$ cat config.mk
export PLATFORM = sky130hd
export DESIGN_NAME = id_stage
export DESIGN_NICKNAME = d
export VERILOG_FILES = /design/src/rtl/id_stage.sv
export SDC_FILE = /design/constraint.sdc
export NUM_CORES = 1
export LEC_CHECK = 0
export CAP_MARGIN = 20
export CORE_ASPECT_RATIO = 1.75
export CORE_MARGIN = 10
export CORE_UTILIZATION = 25
export DETAILED_ROUTE_END_ITERATION = 16
export GPL_ROUTABILITY_DRIVEN = 0
export SETUP_SLACK_MARGIN = 0.02
export SLEW_MARGIN = 0
export SYNTH_ARGS = -nofsm -noshare
export SYNTH_HDL_FRONTEND = slang
export SYNTH_SLANG_ARGS = --single-unit
$ cat constraint.sdc
create_clock -name clk -period 10.2 [get_ports clk]
set_input_delay 2.04 -clock clk [delete_from_list [all_inputs] [get_ports clk]]
set_output_delay 2.04 -clock clk [all_outputs]
set_load 0.05 [all_outputs]
$ cat src/rtl/id_stage.sv
// rtl/id_stage.sv - registered RISC-V decode stage with 2-entry skid buffer and flush
// Optional illegal-encoding detection: define ID_STAGE_ILLEGAL_EN.
module id_stage #(
  parameter int          XLEN        = 64,
  parameter logic [11:0] CSR_MSTATUS = 12'h300,
  parameter logic [11:0] CSR_MTVEC   = 12'h305,
  parameter logic [11:0] CSR_MEPC    = 12'h341
) (
  input  logic            clk,
  input  logic            rst_n,
  input  logic            flush,
  input  logic            in_valid,
  output logic            in_ready,
  input  logic [XLEN-1:0] in_pc,
  input  logic [31:0]     in_inst,
  output logic            out_valid,
  input  logic            out_ready,
  output logic [XLEN-1:0] out_pc,
  output logic [4:0]      rs1,
  output logic [4:0]      rs2,
  output logic [4:0]      rd,
  output logic [XLEN-1:0] imm,
  output logic [11:0]     op_d,
  output logic [7:0]      fu3_d,
  output logic [4:0]      fu7_d,
  output logic [2:0]      e_inst,
  output logic [1:0]      csr_idx,
  output logic            illegal
);

  localparam logic [31:0] EBREAK_WORD = 32'h0010_0073;
  localparam logic [31:0] ECALL_WORD  = 32'h0000_0073;
  localparam logic [31:0] MRET_WORD   = 32'h3020_0073;

  logic            m_valid, s_valid;
  logic [XLEN-1:0] m_pc, s_pc;
  logic [31:0]     m_inst, s_inst;
  logic            pop, push;

  assign in_ready  = !s_valid;
  assign out_valid = m_valid;
  assign pop       = m_valid && out_ready;
  assign push      = in_valid && !s_valid;

  // Skid entry only ever fills while M is stalled, so a pop with S full never coincides with a push.
  always_ff @(posedge clk or negedge rst_n) begin
    if (!rst_n) begin
      m_valid <= 1'b0;
      s_valid <= 1'b0;
      m_pc    <= '0;
      s_pc    <= '0;
      m_inst  <= '0;
      s_inst  <= '0;
    end else if (flush) begin
      m_valid <= 1'b0;
      s_valid <= 1'b0;
    end else if (pop) begin
      if (s_valid) begin
        m_pc    <= s_pc;
        m_inst  <= s_inst;
        s_valid <= 1'b0;
      end else if (push) begin
        m_pc   <= in_pc;
        m_inst <= in_inst;
      end else begin
        m_valid <= 1'b0;
      end
    end else if (push) begin
      if (!m_valid) begin
        m_valid <= 1'b1;
        m_pc    <= in_pc;
        m_inst  <= in_inst;
      end else begin
        s_valid <= 1'b1;
        s_pc    <= in_pc;
        s_inst  <= in_inst;
      end
    end
  end

  logic [6:0]        opc, f7;
  logic [11:0]       op_c;
  logic [7:0]        fu3_c;
  logic [4:0]        fu7_c;
  logic signed [31:0] imm_sel;
  logic [XLEN-1:0]   imm_c;
  logic [2:0]        e_c;
  logic [1:0]        csr_c;
  logic              ill_c;

  assign opc = m_inst[6:0];
  assign f7  = m_inst[31:25];

  always_comb begin
    op_c     = '0;
    op_c[0]  = (opc == 7'b0110111);
    op_c[1]  = (opc == 7'b0010111);
    op_c[2]  = (opc == 7'b1101111);
    op_c[3]  = (opc == 7'b1100111);
    op_c[4]  = (opc == 7'b1100011);
    op_c[5]  = (opc == 7'b0000011);
    op_c[6]  = (opc == 7'b0100011);
    op_c[7]  = (opc == 7'b0010011);
    op_c[8]  = (opc == 7'b0110011);
    op_c[9]  = (opc == 7'b1110011);
    op_c[10] = (opc == 7'b0011011) && (XLEN > 32);
    op_c[11] = (opc == 7'b0111011) && (XLEN > 32);

    fu3_c = 8'd1 << m_inst[14:12];
    fu7_c = {f7[6:1] == 6'b010000, f7[6:1] == 6'b000000,
             f7 == 7'b0000001, f7 == 7'b0100000, f7 == 7'b0000000};

    // Every format fits in 32 signed bits; the size cast sign-extends to XLEN.
    imm_sel = '0;
    if (op_c[3] || op_c[5] || op_c[7] || op_c[9] || op_c[10])
      imm_sel = {{20{m_inst[31]}}, m_inst[31:20]};
    else if (op_c[6])
      imm_sel = {{20{m_inst[31]}}, m_inst[31:25], m_inst[11:7]};
    else if (op_c[4])
      imm_sel = {{20{m_inst[31]}}, m_inst[7], m_inst[30:25], m_inst[11:8], 1'b0};
    else if (op_c[0] || op_c[1])
      imm_sel = {m_inst[31:12], 12'b0};
    else if (op_c[2])
      imm_sel = {{12{m_inst[31]}}, m_inst[19:12], m_inst[20], m_inst[30:21], 1'b0};
    imm_c = XLEN'(imm_sel);

    e_c = {m_inst == MRET_WORD, m_inst == ECALL_WORD, m_inst == EBREAK_WORD};

`ifdef ID_STAGE_ILLEGAL_EN
    ill_c = (op_c == 12'd0)
         || (((opc == 7'b0011011) || (opc == 7'b0111011)) && (XLEN == 32))
         || ((op_c[8] || op_c[11]) && (fu7_c[2:0] == 3'b000));
    if (ill_c) begin
      op_c  = '0;
      e_c   = '0;
      imm_c = '0;
    end
`else
    ill_c = 1'b0;
`endif

    if ((imm_c[11:0] == CSR_MSTATUS) && op_c[9])
      csr_c = 2'd0;
    else if ((imm_c[11:0] == CSR_MTVEC) || e_c[1])
      csr_c = 2'd1;
    else if ((imm_c[11:0] == CSR_MEPC) || e_c[2])
      csr_c = 2'd2;
    else
      csr_c = 2'd3;
  end

  // An empty stage presents all-zero fields rather than a decode of stale storage.
  assign out_pc  = m_valid ? m_pc           : '0;
  assign rs1     = m_valid ? m_inst[19:15]  : '0;
  assign rs2     = m_valid ? m_inst[24:20]  : '0;
  assign rd      = m_valid ? m_inst[11:7]   : '0;
  assign imm     = m_valid ? imm_c          : '0;
  assign op_d    = m_valid ? op_c           : '0;
  assign fu3_d   = m_valid ? fu3_c          : '0;
  assign fu7_d   = m_valid ? fu7_c          : '0;
  assign e_inst  = m_valid ? e_c            : '0;
  assign csr_idx = m_valid ? csr_c          : '0;
  assign illegal = m_valid ? ill_c          : 1'b0;

endmodule

==> results.toml <==
[sta]
slew_viol_final = 0
period_minus_slack_ps = 5840
finalClockSkew_ps = 10.5
slew_headroom = 0.327
finalHoldViolations = 0
rsz0062_at_grt = "false"
max_freq_mhz = 171
worst_pin_slew_ps = 1010
hold_ws_ps = 507
setup_viol = 0
fin_crit_sh = 0.573
fin_tns_setup_ps = 0

[die]
rows = 96
die_h_um = 282
initial_core_util = 0.252
die-area_um2 = 48000
core-area_um2 = 39000
io_pins = 277
die_w_um = 170

[worst_hold_path]
hold_path.class = "flip-flop to flip-flop"
hold_path.startpoint = "s_inst[21]"
hold_depth = 1
hold_end = "s_inst[21]"

[grt]
grt_use_total = 0.127
use_met2 = 0.234
use_met3 = 0.0366
antenna_found_initial = 5
grt_pass1_vias = 7824
gr-total-overflow = 0
grt_pass1_wl_um = 46700
grt_max_degree = 99
grt-busiest-layer = "met2"
grt_util_met1 = 0.126

[final_layout]
nets = 1252
drive_gt1_frac = 0.131
area_delta_synth_final_pct = 35.9
final_cells = 1657
final_common_cell = "clkdlybuf4s50_1"
final_cell_mix = "clkdlybuf4s50_1 (274), dfrtp_1 (193), a21oi_1 (125)"

[placement]
io_buffers = 275
dp.final_hpwl_um = 22700
place_inst = 1621

[clock_network]
cts_setup_buffers = 0
clk_path_buf_depth = 2
cts_tree = "done"
cts_resized = 0
h-tree-depth = 4
clock_latency_ps = 450
clk_pin_slew_ps = 70
cts-root-buf = "clkbuf_16"
cts_made_buffers = 17
ctsHoldBuffers = 0
cts.sinks = 194

[detailed_routing]
drt_iter0_markers = 384
drtAntennaViolNets = 0
drt_wl_total_um = 31100
dr.pass1.iters = 5
num_vias = 7597
avgViaCountPerCell = 4.58
wire_per_inst_um = 18.7
drc = 0

[synth]
yosys.area.top_type = "dfrtp_1"
ys_ff_latch = 194
synth_area_leaders = "dfrtp_1 (49%), mux2_2 (11%), mux2i_1 (9.8%)"
syn_nets = 1049
ys_seq_area_frac = 0.493
yosys.area.top_type_share = 0.493
synth_edf_count = 0
avgSynthCellArea_um2 = 10.4
syn_area_um2 = 9840
async_flop_share = 1.00
ys_warn_count = 0
yosys_most_used_dff = "dfrtp_1"
synthCells = 948
synth.distinct_cells = 49

[worst_setup_path]
critical_path_class = "flip-flop to primary output"
rr_endpoint = "s_pc[59]"
crit_path_max_fanout = 55
crit_path_start_kind = "flip-flop"
r2r_cells = 6
end_kind = "primary output"
cpPeakStageDelay_ps = 990
r2r_slack_ps = 6080
path_buf_inv = 3
reg2reg_from = "out_valid"
arrival_ps = 3800
critPathRequiredTime_ps = 8160
crit_family = "buffers and inverters"
crit_chain = "buf_4 > inv_1 > or3_1 > nor2_1 > clkdlybuf4s50_1"
slowest_stage = "dfrtp_2"

[job]
maxCapViolCount = 0

[run_status]
status = "finished clean"

[power]
leakage_nw = 5.78
power-per-cell-area_nw_per_um2 = 179
fin_total_pwr_mw = 2.39
peakVddDrop_uv = 117
[worst max-delay path by stage]
| stage | start | to | slack, ps | cells past startpoint |
|---|---|---|---|---|
| after floorplan | out_valid | imm[32] | 4610 | 5 |
| after global placement | out_valid | imm[51] | 4620 | 4 |
| after detailed placement | out_valid | imm[51] | 4550 | 4 |
| after CTS | out_valid | imm[51] | 4040 | 4 |
| after global routing | out_valid | op_d[10] | 4020 | 5 |
| final | out_valid | op_d[10] | 4360 | 5 |
[through the flow]
step                 util  instance area [um2]  worst slack (ps)
CTS                 0.342                13300              4040
floorplan               -                 9840              4610
global placement    0.327                12800              4620
detailed placement  0.327                12800              4550
finish              0.342                13400              4360
global route        0.342                13400              4020
[kinds of logic after synthesis]
family	after synthesis	share of synthesized area
muxes	192	0.208
buffers and inverters	110	0.0607
other	1	0.000381
AOI/OAI and AO/OA	162	0.0897
and+or+nand+nor	289	0.148
DFF	194	0.493
[cells in the mapped netlist, types with 6 or more instances]
cell / number
and2_1: 81
buf_2: 33
o21ai_0: 16
buf_4: 34
clkbuf_1: 32
a21oi_1: 126
mux2i_1: 96
mux2_2: 96
inv_1: 8
nor3_1: 13
nor2_1: 122
nand2b_1: 8
nand3_1: 7
and3_1: 6
nand2_1: 26
dfrtp_1: 194
nor4_1: 7
[registers in the layout, summed over array words and instances (netlist names)]
| name | cells |
|---|---|
| m_pc | 64 |
| s_pc | 64 |
| s_inst | 32 |
| out_valid | 1 |
| m_inst | 32 |
| s_valid | 1 |
[per-layer routing]
| layer | up-vias | wire (um) |
|---|---|---|
| li1 | 3624 | - |
| met1 | 3683 | 11100 |
| met2 | 238 | 16700 |
| met3 | 48 | 2070 |
| met4 | 4 | 1090 |
| met5 | - | 33 |
[power breakdown]
group	internal (mW)	switching (mW)	total [mW]
Sequential	0.947	0.132	1.08
Clock	0.377	0.310	0.687
Combinational	0.273	0.350	0.622
Total	1.60	0.792	2.39
[cell type report]
type	count	area, um2
Fill cell	3943	25700
Clock inverter	10	124
Inverter	9	33.8
Multi-Input combinational cell	644	4430
Tap cell	490	613
Sequential cell	194	4860
Clock buffer	22	464
Timing Repair Buffer	285	2840
Antenna cell	3	7.51
(Power assumes the default switching activity.)
